===== src/rtl/alu_sched_pkg.sv =====
// Shared types and constants for the ALU operation scheduler.
// Latency: n/a (types only).
// Backpressure: n/a (types only).
// Contents: SEL_W opcode width, W_DEFAULT operand width, res_entry_t result
// FIFO entry {id, y}, tag_t tracker tag {valid, id}.
package alu_sched_pkg;

  localparam int SEL_W     = 3;
  localparam int W_DEFAULT = 16;

  // One returned result: which requester issued it and the W+1 bit ALU output.
  typedef struct packed {
    logic                 id;
    logic [W_DEFAULT:0]   y;
  } res_entry_t;

  // One slot of the in-flight tracker.
  typedef struct packed {
    logic valid;
    logic id;
  } tag_t;

endpackage


===== src/rtl/alu_sched_res_fifo.sv =====
// First-word-fall-through result FIFO holding res_entry_t entries.
// Latency: a push is visible at the head one edge later; pop takes effect at the edge.
// Backpressure: none internally; the caller guarantees no push while full.
// Ports: clk, rst_n (async active-low), push/push_dat, pop, head (valid when
// !empty), count (registered occupancy), full, empty.
module alu_sched_res_fifo
  import alu_sched_pkg::*;
#(
  parameter int DEPTH = 2
) (
  input  logic                         clk,
  input  logic                         rst_n,
  input  logic                         push,
  input  res_entry_t                   push_dat,
  input  logic                         pop,
  output res_entry_t                   head,
  output logic [$clog2(DEPTH+1)-1:0]   count,
  output logic                         full,
  output logic                         empty
);

  // A 1-deep FIFO still needs a 1-bit pointer to index its single slot.
  localparam int PW = (DEPTH > 1) ? $clog2(DEPTH) : 1;

  res_entry_t     mem [DEPTH];
  logic [PW-1:0]  wr_ptr;
  logic [PW-1:0]  rd_ptr;

  function automatic logic [PW-1:0] ptr_inc(input logic [PW-1:0] p);
    return (p == PW'(DEPTH - 1)) ? '0 : p + 1'b1;
  endfunction

  assign empty = (count == '0);
  assign full  = (count == ($clog2(DEPTH+1))'(DEPTH));
  assign head  = mem[rd_ptr];

  // Storage carries no reset; the top masks the head while empty.
  always_ff @(posedge clk) begin
    if (push) mem[wr_ptr] <= push_dat;
  end

  always_ff @(posedge clk or negedge rst_n) begin
    if (!rst_n) begin
      wr_ptr <= '0;
      rd_ptr <= '0;
      count  <= '0;
    end else begin
      if (push) wr_ptr <= ptr_inc(wr_ptr);
      if (pop)  rd_ptr <= ptr_inc(rd_ptr);
      case ({push, pop})
        2'b10:   count <= count + 1'b1;
        2'b01:   count <= count - 1'b1;
        default: count <= count;
      endcase
    end
  end

endmodule


===== src/rtl/alu_op_scheduler.sv =====
// Shares one registered ALU between two requesters; results return tagged via a FWFT FIFO.
// Latency: handshake at edge k -> res_valid after edge k+ALU_LAT+1 (2 cycles by default).
// Backpressure: issue stops once fifo_count + inflight reaches RES_DEPTH; pops free credit one edge later.
// Ports: r0_*/r1_* requester valid/ready/operands, alu_a/alu_b/alu_sel/alu_y to the ALU,
// res_valid/res_ready/res_id/res_y result stream, busy.
// Build option: ALU_SCHED_STRICT_PRIO_EN makes requester 0 win every tie (no round-robin state).
// W must match alu_sched_pkg::W_DEFAULT because res_entry_t is sized from it.
module alu_op_scheduler
  import alu_sched_pkg::*;
#(
  parameter int W         = W_DEFAULT,
  parameter int ALU_LAT   = 1,
  parameter int RES_DEPTH = 2
) (
  input  logic             clk,
  input  logic             rst_n,
  input  logic             r0_valid,
  output logic             r0_ready,
  input  logic [W-1:0]     r0_a,
  input  logic [W-1:0]     r0_b,
  input  logic [SEL_W-1:0] r0_sel,
  input  logic             r1_valid,
  output logic             r1_ready,
  input  logic [W-1:0]     r1_a,
  input  logic [W-1:0]     r1_b,
  input  logic [SEL_W-1:0] r1_sel,
  output logic [W-1:0]     alu_a,
  output logic [W-1:0]     alu_b,
  output logic [SEL_W-1:0] alu_sel,
  input  logic [W:0]       alu_y,
  output logic             res_valid,
  input  logic             res_ready,
  output logic             res_id,
  output logic [W:0]       res_y,
  output logic             busy
);

  localparam int CNT_W = $clog2(RES_DEPTH + 1);

  logic [CNT_W-1:0] fifo_count;
  logic             fifo_full;
  logic             fifo_empty;
  res_entry_t       fifo_head;
  res_entry_t       fifo_push_dat;
  logic             fifo_push;
  logic             fifo_pop;

  // Stage i holds the tag of the op whose ALU result is valid i edges later;
  // stage ALU_LAT lines up with alu_y.
  tag_t             trk [ALU_LAT+1];
  int               inflight;
  logic             credit_ok;

  logic             gnt0;
  logic             gnt1;
  logic             hs;
  logic             hs_id;

  always_comb begin
    inflight = 0;
    for (int i = 0; i <= ALU_LAT; i++) inflight += int'(trk[i].valid);
  end

  // Registered counts only, so res_ready never reaches rN_ready combinationally.
  assign credit_ok = (int'(fifo_count) + inflight) < RES_DEPTH;

`ifdef ALU_SCHED_STRICT_PRIO_EN
  assign gnt0 = r0_valid;
  assign gnt1 = r1_valid & ~r0_valid;
`else
  // On a tie, the requester that did not win last gets it.
  logic last_grant;
  assign gnt0 = r0_valid & (~r1_valid | last_grant);
  assign gnt1 = r1_valid & (~r0_valid | ~last_grant);

  always_ff @(posedge clk or negedge rst_n) begin
    if (!rst_n)  last_grant <= 1'b1;
    else if (hs) last_grant <= hs_id;
  end
`endif

  // rst_n in the product keeps ready low during an asynchronous reset.
  assign r0_ready = credit_ok & gnt0 & rst_n;
  assign r1_ready = credit_ok & gnt1 & rst_n;
  assign hs       = r0_ready | r1_ready;
  assign hs_id    = r1_ready;

  // Operand registers hold the last issued op when idle.
  always_ff @(posedge clk or negedge rst_n) begin
    if (!rst_n) begin
      alu_a   <= '0;
      alu_b   <= '0;
      alu_sel <= '0;
    end else if (hs) begin
      alu_a   <= hs_id ? r1_a   : r0_a;
      alu_b   <= hs_id ? r1_b   : r0_b;
      alu_sel <= hs_id ? r1_sel : r0_sel;
    end
  end

  always_ff @(posedge clk or negedge rst_n) begin
    if (!rst_n) begin
      for (int i = 0; i <= ALU_LAT; i++) trk[i] <= '0;
    end else begin
      trk[0] <= '{valid: hs, id: hs_id};
      for (int i = 1; i <= ALU_LAT; i++) trk[i] <= trk[i-1];
    end
  end

  // An op leaves the tracker on the same edge it enters the FIFO, so the
  // credit sum stays constant across capture.
  assign fifo_push     = trk[ALU_LAT].valid;
  assign fifo_push_dat = '{id: trk[ALU_LAT].id, y: alu_y};
  assign fifo_pop      = res_valid & res_ready;

  alu_sched_res_fifo #(
    .DEPTH (RES_DEPTH)
  ) u_res_fifo (
    .clk      (clk),
    .rst_n    (rst_n),
    .push     (fifo_push),
    .push_dat (fifo_push_dat),
    .pop      (fifo_pop),
    .head     (fifo_head),
    .count    (fifo_count),
    .full     (fifo_full),
    .empty    (fifo_empty)
  );

  // The credit check makes a push into a full FIFO impossible.
  always_ff @(posedge clk) begin
    if (rst_n) assert (!(fifo_push && fifo_full));
  end

  assign res_valid = ~fifo_empty;
  assign res_id    = res_valid ? fifo_head.id : 1'b0;
  assign res_y     = res_valid ? fifo_head.y  : '0;
  assign busy      = (inflight != 0) | (fifo_count != '0);

endmodule


===== config.mk =====
export PLATFORM = sky130hd
export DESIGN_NAME = alu_op_scheduler
export DESIGN_NICKNAME = d
export VERILOG_FILES = /design/src/rtl/alu_sched_pkg.sv /design/src/rtl/alu_sched_res_fifo.sv /design/src/rtl/alu_op_scheduler.sv
export SDC_FILE = /design/constraint.sdc
export NUM_CORES = 1
export LEC_CHECK = 0
export BUFFER_PORTS_ARGS = -buffer_cell sky130_fd_sc_hd__buf_2
export CORE_MARGIN = 3
export CORE_UTILIZATION = 25
export DETAILED_ROUTE_END_ITERATION = 6
export PLACE_DENSITY = 0.56
export SETUP_SLACK_MARGIN = 0.3
export SLEW_MARGIN = 30
export SYNTH_ARGS = -nofsm -noshare
export SYNTH_HDL_FRONTEND = slang
export SYNTH_HIERARCHICAL = 1
export SYNTH_SLANG_ARGS = --single-unit

===== constraint.sdc =====
create_clock -name clk -period 2.65 [get_ports clk]
set_input_delay 0.1325 -clock clk [delete_from_list [all_inputs] [get_ports clk]]
set_output_delay 0.1325 -clock clk [all_outputs]
set_load 0.01 [all_outputs]

==> metrics.cfg, run 1 <==
[drt]
vias_per_cell = 4.82
drt_wl_total_mm = 12.2
drt_iter0_markers = 148
antenna_left = 0
post_drt_wl_per_cell_um = 17.7
first_pass_iters = 5
num_vias = 3311
drc = 0

[global_routing]
grt_pass1_wl_mm = 18.5
grt_overflow = 0
antenna_found_initial = 0
track_usage = 0.145
grt_max_degree = 38
grt_pass1_vias = 3462

[timing]
tightest_slew_ns = 0.889
finalClockSkew_ns = 0.00552
min_period_ns = 2.49
fin_tns_setup_ns = 0
setup_viol = 0
drv_slew = 0
rsz0062_at_grt = true
finalHoldViolCount = 0
maxSlewHeadroom = 0.407
fin_crit_sh = 0.941
timing.fmax_ghz = 0.401

[clock_network]
clk_pin_slew_ns = 0.06
clk_latency_ns = 0.33
cts_made_buffers = 9
cts_sinks = 80
cts.htree.levels = 3
cts_tree = built
cts_root_buf = clkbuf_16
clk_path_buf_depth = 2

[run_status]
run_status = finished, final reports clean

[final_layout]
finalNetCount = 599
syn2layout_area_growth_pct = 49.3
nFillCells = 1430
design_area_um2 = 5530
num_antenna_cells = 0
drive_above_1_share = 0.465
final_cells = 687

[worst_setup_path]
cp.arrival_ns = 2.36
cp-start-kind = register
worstPathMaxFanout = 3
crit_type = reg2out
required_ns = 2.52
end_kind = output pin

[place]
place_area_um2 = 4580
port_buffers = 148
dp.cells = 628
dp_hpwl_mm = 6.96
place_congestion = 0.729

[run]
maxCapViolations = 0

[power]
p_total_mw = 7.18
leakage_nw = 2.31
vdd_drop_max_v = 0.000647
power_density_nw_per_um2 = 1300

[synthesis]
yosys_warnings = 6
syn-cell-area_um2 = 3700
syn_area_per_cell_um2 = 11.6
synthCells = 319
syn-num-nets = 415

[floorplanning]
coreArea_um2 = 14200
die-area_um2 = 16300
initial_core_util = 0.261
die_h_um = 128
io_pins = 149
rows = 43
die_w_um = 128

[min_path]
hold_class = in2reg

==> sequential cells by signal (all words and copies together) (netlist names), 2 cells and up <==
signal and cells:
alu_a 16, u_res_fifo/mem 36, u_res_fifo/count 2, alu_sel 3, alu_b 16, trk 2
==> area by class of cell <==
class / count / area, um^2 / share of cell area
clock buffer: 9 / 225 / 0.0407
timing repair buffer: 196 / 1330 / 0.241
tap: 180 / 225 / 0.0407
sequential: 80 / 2180 / 0.395
multi-input combinational: 211 / 1450 / 0.262
inverter: 5 / 18.8 / 0.00339
clock inverter: 6 / 93.8 / 0.0170
==> placed cells by master (no fill, tap or decap), types with 5 or more instances in the layout <==
master / instances
buf_4: 13
o21ai_2: 7
a21oi_1: 36
dlygate4sd3_1: 19
inv_1: 5
a31oi_1: 33
clkbuf_16: 12
nand3_1: 35
edfxtp_1: 36
and2_4: 8
buf_6: 8
dfrtp_1: 43
buf_2: 146
mux2_4: 9
o21ai_1: 26
mux2_2: 9
nor2b_1: 19
==> per-layer routing <==
layer  up-vias  GRT usage  share of wire
met5         -          0              0
met4         0     0.0630          0.020
met3        19     0.0346          0.081
met2       166      0.225           0.47
met1      1569      0.193           0.43
li1       1557          -              -
==> power breakdown <==
group / leakage (nW) / switching (mW) / total [mW] / internal (mW)
Combinational: 1.34 / 2.01 / 3.85 / 1.84
Sequential: 0.825 / 0.228 / 1.99 / 1.77
Clock: 0.152 / 0.510 / 1.34 / 0.826
==> metrics by stage <==
stage	setup slack, ns	utilization	hold WS [ns]
3_5_place_dp	0.117	0.323	0.00739
3_3_place_gp	0.177	0.323	0.000798
5_1_grt	0.0573	0.389	0.0504
4_1_cts	0.129	0.379	0.0374
2_1_floorplan	0.330	-	-0.163
6_report	0.155	0.389	0.0595
==> critical path: stages (launching register included) <==
cell and delay (ns):
dfrtp_1 0.34, inv_1 0.04, ha_1 0.28, and2_4 0.14, fa_1 0.47, or3b_4 0.42, buf_12 0.14, nor2_4 0.08
buf_6 0.10
==> final timing paths <==
kind	from	slack, ns	cells past startpoint	to
setup / recovery	fifo_push$_DFF_PN0_	0.16	8	r0_ready
hold / removal	r0_b[3]	0.06	3	alu_b[3]$_DFFE_PN0P_
setup reg to reg	fifo_push$_DFF_PN0_	0.17	10	alu_b[1]$_DFFE_PN0P_
hold reg to reg	trk[2]$_DFF_PN0_	0.36	0	fifo_push_dat[17]$_DFF_PN0_
max in group asynchronous	rst_n	1.63	3	last_grant$_DFFE_PN1P_
min in group asynchronous	rst_n	0.22	2	trk[2]$_DFF_PN0_
==> what timing repair did <==
| item | 4_1_cts | 5_1_grt |
|---|---|---|
| gates cloned | 8 | 7 |
| gates resized for setup | 59 | 8 |
| setup buffers | 10 | 0 |
| setup endpoints to repair | 39 | 39 |
| hold buffers | 19 | 0 |
| endpoints found under the hold margin | 42 | 0 |
| pin swaps | 12 | 7 |
(Power assumes the default switching activity.)
==> run 2: changes to the inputs <==
--- a/config.mk
+++ b/config.mk
@@ -6,7 +6,7 @@
 export NUM_CORES = 1
 export LEC_CHECK = 0
 export BUFFER_PORTS_ARGS = -buffer_cell sky130_fd_sc_hd__buf_2
-export CORE_MARGIN = 3
+export CORE_MARGIN = 5
 export CORE_UTILIZATION = 25
 export DETAILED_ROUTE_END_ITERATION = 6
 export PLACE_DENSITY = 0.56
==> run 2 against run 1 <==
  * Final area shrank 1.0%
  * Wire length shrank 1.1%
  * Core utilization shrank 1.3 points
  * Sequential share of layout area grew 0.41 points
  * Worst hold slack lost 0.0042 ns
  * Clock-buffer cell count grew 1
  * Cell count grew 0.29%
  * Clock power is essentially flat
  * Sequential cell count is the same
  * Non-clock buffer count grew 2
  * Combinational power shrank 5.2%
  * Critical path type unchanged
  * Critical endpoint is now r1_ready
  * Largest cell class unchanged
  * Largest power group unchanged
==> metrics.cfg, run 2 (synthesis results as in run 1) <==
[run_status]
run_status = finished, final reports clean

[floorplanning]
die_h_um = 132
coreArea_um2 = 14500
io_pins = 149
die_w_um = 132
rows = 44
die-area_um2 = 17300
initial_core_util = 0.255

[global_routing]
antenna_found_initial = 0
grt_pass1_vias = 3431
grt_max_degree = 40
track_usage = 0.126
grt_pass1_wl_mm = 17.8
grt_overflow = 0

[final_layout]
largest_registers = u_res_fifo/mem x36, alu_a x16, alu_b x16
design_area_um2 = 5470
num_antenna_cells = 0
regMostFlops = u_res_fifo/mem
final_common_cell = buf_2
syn2layout_area_growth_pct = 47.8
mostFrequentLayoutCells = buf_2 (146), dfrtp_1 (43), edfxtp_1 (36), nand3_1 (35), a31oi_1 (35)
finalNetCount = 596
drive_above_1_share = 0.450
final_cells = 689
largest_reg_flops = 36

[timing]
finalClockSkew_ns = 0.0121
maxSlewHeadroom = 0.488
finalHoldViolCount = 0
finalWorstSetupSlack_ns = 0.0871
fin_tns_setup_ns = 0
whs_ns = 0.0553
rsz0062_at_grt = true
min_period_ns = 2.56
timing.fmax_ghz = 0.390
setup_viol = 0
tightest_slew_ns = 0.768
fin_crit_sh = 0.967
drv_slew = 0

[place]
dp_hpwl_mm = 7.57
port_buffers = 148
pre_cts_ws_ns = 0.147
dp.cells = 633
place_congestion = 0.740
place_area_um2 = 4620

[drt]
post_drt_wl_per_cell_um = 17.5
num_vias = 3234
drt_iter0_markers = 125
antenna_left = 0
vias_per_cell = 4.69
m1WireLength_mm = 5.53
met2_length_mm = 5.48
wl_met3_um = 888
first_pass_iters = 4
drc = 0
drt_wl_total_mm = 12.0
dr.max_layer_used = met4

[min_path]
min_path_cells = 3
worstHoldStart = r0_b[3]
hold_path_end = alu_b[3]$_DFFE_PN0P_
hold_class = in2reg

[worst_setup_path]
reg2reg_to = alu_b[0]$_DFFE_PN0P_
crit_chain = inv_1 -> ha_1 -> and2_4 -> fa_1 -> or3b_4 -> buf_8 -> nor2_4 -> buf_6
r2r-start = fifo_push$_DFF_PN0_
end_kind = output pin
required_ns = 2.52
slowest_stage = fa_1
ff2ff_path_depth = 12
crit_type = reg2out
cp-start-kind = register
worstPathMaxFanout = 3
r2r_slack_ns = 0.10
cp.arrival_ns = 2.43
cpPeakStageDelay_ns = 0.47

[run]
maxCapViolations = 0

[clock_network]
cts.htree.levels = 3
cts_tree = built
cts_sinks = 80
cts_root_buf = clkbuf_16
cts_made_buffers = 9
clk_path_buf_depth = 2
clk_latency_ns = 0.34
clk_pin_slew_ns = 0.07

[power]
leakage_nw = 2.29
vdd_drop_max_v = 0.000649
power_density_nw_per_um2 = 1280

-- run 2: cell count changes in the layout (fill, tap and decap cells not counted), sizes merged --
cell,delta
buf,+4
clkbuf,-1
and2,-5
-- run 2: how the worst max path moves through the flow --
stage                   startpoint                    to  slack, ns  cells after the start
2_1_floorplan  fifo_push$_DFF_PN0_  alu_a[0]$_DFFE_PN0P_       0.33                      9
5_1_grt           trk[3]$_DFF_PN0_  alu_b[5]$_DFFE_PN0P_     -0.004                     12
3_5_place_dp   fifo_push$_DFF_PN0_  alu_a[9]$_DFFE_PN0P_       0.15                      8
3_3_place_gp   fifo_push$_DFF_PN0_  alu_a[6]$_DFFE_PN0P_       0.20                      8
6_report       fifo_push$_DFF_PN0_              r1_ready       0.09                      8
4_1_cts        fifo_push$_DFF_PN0_              r1_ready       0.10                      8
-- run 2: through the flow --
step	power (mW)	utilization
after floorplan	3.80	-
after global placement	4.73	0.318
after detailed placement	4.80	0.318
after CTS	6.53	0.363
after global routing	7.46	0.377
final	7.00	0.377
-- run 2: cell type report --
cell class,instances,area (um^2)
fill,1454,9060
sequential,80,2180
multi-input combinational,206,1380
timing repair buffer,198,1340
tap,184,230
clock buffer,10,229
clock inverter,6,93.8
inverter,5,18.8
-- run 2: layer usage --
metal / vias to the layer above / GRT usage
met5: - / 0
met4: 0 / 0.0457
met3: 10 / 0.0386
met2: 138 / 0.196
met1: 1543 / 0.165
li1: 1543 / -
-- run 2: repair_timing --
action                     in CTS  in global routing
hold endpoints to repair       42                  0
hold buffers                   19                  0
gates cloned                    2                  5
resized for setup              14                 27
pin swaps                       7                  8
buffers inserted                6                  8
setup endpoints to repair      37                 38
-- run 2: critical path, delay by kind of cell (launching register included) --
family	cells	cell delay, ns
DFF	1	0.35
buffers and inverters	3	0.31
and+or+nand+nor	3	0.69
adders and majority gates	2	0.73
-- run 2: power by group --
| part | total (mW) | leakage [nW] | internal, mW | switching [mW] |
|---|---|---|---|---|
| Clock | 1.34 | 0.153 | 0.832 | 0.511 |
| Combinational | 3.65 | 1.31 | 1.74 | 1.91 |
| Sequential | 2.00 | 0.825 | 1.77 | 0.235 |
| Total | 7.00 | 2.29 | 4.34 | 2.66 |
==> run 3: changes to the inputs <==
--- a/config.mk
+++ b/config.mk
@@ -5,11 +5,12 @@
 export SDC_FILE = /design/constraint.sdc
 export NUM_CORES = 1
 export LEC_CHECK = 0
+export ABC_AREA = 1
 export BUFFER_PORTS_ARGS = -buffer_cell sky130_fd_sc_hd__buf_2
 export CORE_MARGIN = 5
 export CORE_UTILIZATION = 25
 export DETAILED_ROUTE_END_ITERATION = 6
-export PLACE_DENSITY = 0.56
+export PLACE_DENSITY = 0.55
 export SETUP_SLACK_MARGIN = 0.3
 export SLEW_MARGIN = 30
 export SYNTH_ARGS = -nofsm -noshare
==> run 3 against run 2 <==
  * Sequential power is essentially flat
  * Sequential share of layout area shrank 0.98 points
  * Cell count grew 27%
  * Wire length shrank 7.1%
  * Clock skew shrank 0.0048 ns
  * Sequential cell count is the same
  * Die area grew 11%
  * Critical endpoint unchanged
  * Synthesized area grew 11%
  * Core utilization shrank 3.5 points
  * Via count grew 8.8%
  * Non-clock buffer count shrank 18
==> metrics.cfg, run 3 <==
[timing]
fin_crit_sh = 0.857
fin_tns_setup_ns = 0
timing.fmax_ghz = 0.440
finalClockSkew_ns = 0.00726
setup_viol = 0
rsz0062_at_grt = true
drv_slew = 0
finalHoldViolCount = 0
tightest_slew_ns = 0.770
min_period_ns = 2.27
maxSlewHeadroom = 0.486
whs_ns = 0.0218

[worst_setup_path]
end_kind = output pin
cp.arrival_ns = 2.14
cp-start-kind = register
worstPathMaxFanout = 4
crit_type = reg2out
required_ns = 2.52

[clock_network]
clk_latency_ns = 0.33
clk_path_buf_depth = 2
cts_made_buffers = 9
cts_tree = built
cts.htree.levels = 3
cts_root_buf = clkbuf_16
cts_sinks = 80
clk_pin_slew_ns = 0.06

[final_layout]
largest_registers = u_res_fifo/mem x36, alu_a x16, alu_b x16
final_common_cell = buf_2
syn2layout_area_growth_pct = 35.9
drive_above_1_share = 0.307
multi_input_area_um2 = 1280
largest_reg_flops = 36
final_util = 0.342
final_cells = 877
regMostFlops = u_res_fifo/mem
ff_latch_area_um2 = 2180
finalNetCount = 748
nFillCells = 1719
mostFrequentLayoutCells = buf_2 (147), nand2_1 (133), inv_1 (118), dfrtp_1 (43)
num_antenna_cells = 0

[global_routing]
track_usage = 0.119
grt_max_degree = 37
grt_pass1_wl_mm = 18.5
antenna_found_initial = 1
grt_overflow = 0
grt_pass1_vias = 3582

[power]
power_density_nw_per_um2 = 1090
p_total_mw = 6.14
leakage_nw = 3.11
vdd_drop_max_v = 0.000476

[floorplanning]
die-area_um2 = 19200
die_w_um = 138
initial_core_util = 0.252
io_pins = 149
rows = 47
die_h_um = 138
coreArea_um2 = 16400

[synthesis]
syn-num-nets = 582
syn_area_per_cell_um2 = 8.49
synthCells = 486
syn-cell-area_um2 = 4130
yosys_warnings = 6

[drt]
drt_iter0_markers = 133
first_pass_iters = 4
vias_per_cell = 4.01
num_vias = 3520
drt_wl_total_mm = 11.2
drc = 0
antenna_left = 0
post_drt_wl_per_cell_um = 12.8

[place]
place_congestion = 0.734
dp_hpwl_mm = 7.67
dp.cells = 839
port_buffers = 148

[run_status]
run_status = finished, final reports clean

[min_path]
hold_class = in2reg

[run]
maxCapViolations = 0

run 3: final timing paths:
path / from / endpoint / slack, ns / cells after the start
max: fifo_push$_DFF_PN0_ / r1_ready / 0.38 / 8
min in group asynchronous: rst_n / trk[3]$_DFF_PN0_ / 0.32 / 2
min reg2reg: trk[2]$_DFF_PN0_ / fifo_push_dat[17]$_DFF_PN0_ / 0.35 / 0
max in group asynchronous: rst_n / alu_b[5]$_DFFE_PN0P_ / 1.61 / 3
min: alu_y[6] / u_res_fifo/mem[1][6]$_DFFE_PP_ / 0.02 / 1
max reg2reg: fifo_push$_DFF_PN0_ / alu_a[10]$_DFFE_PN0P_ / 0.43 / 10
run 3: report_power, final:
part	switching (mW)	leakage [nW]	internal, mW
registers	0.222	0.874	1.77
logic	1.75	2.09	1.08
clock network	0.485	0.150	0.826
total	2.46	3.11	3.68
run 3: timing repair:
item,in CTS,in global routing
setup endpoints to repair,37,23
hold endpoints to repair,48,0
pin swaps,2,3
cloned,1,0
hold buffers,16,0
gates resized for setup,6,10
setup buffers,3,2
run 3: worst max-delay path, stage by stage, from the launching register on:
cell and delay [ns]:
dfrtp_1 0.38, buf_4 0.15, ha_1 0.21, fa_2 0.50
nor2_8 0.16, nand3_4 0.10, buf_12 0.14, inv_2 0.06
buf_6 0.10
run 3: metal layers:
metal / share of wire / global-route usage
met5: 0.0012 / 0
met4: 0.013 / 0.0374
met3: 0.082 / 0.0338
met2: 0.44 / 0.191
met1: 0.47 / 0.157
run 3: cell type report:
| class | instances | area share |
|---|---|---|
| clock buffers | 11 | 0.0415 |
| clock inverters | 5 | 0.0145 |
| inverters | 123 | 0.0832 |
| multi-input cells | 258 | 0.228 |
| flip-flops and latches | 80 | 0.389 |
| well taps | 220 | 0.0491 |
| repair buffers | 180 | 0.195 |
run 3: stage by stage:
stage	setup WS [ns]	area [um^2]
2_1_floorplan	0.480	4130
3_3_place_gp	0.245	5010
3_5_place_dp	0.179	5010
4_1_cts	0.264	5560
5_1_grt	0.252	5610
6_report	0.380	5610
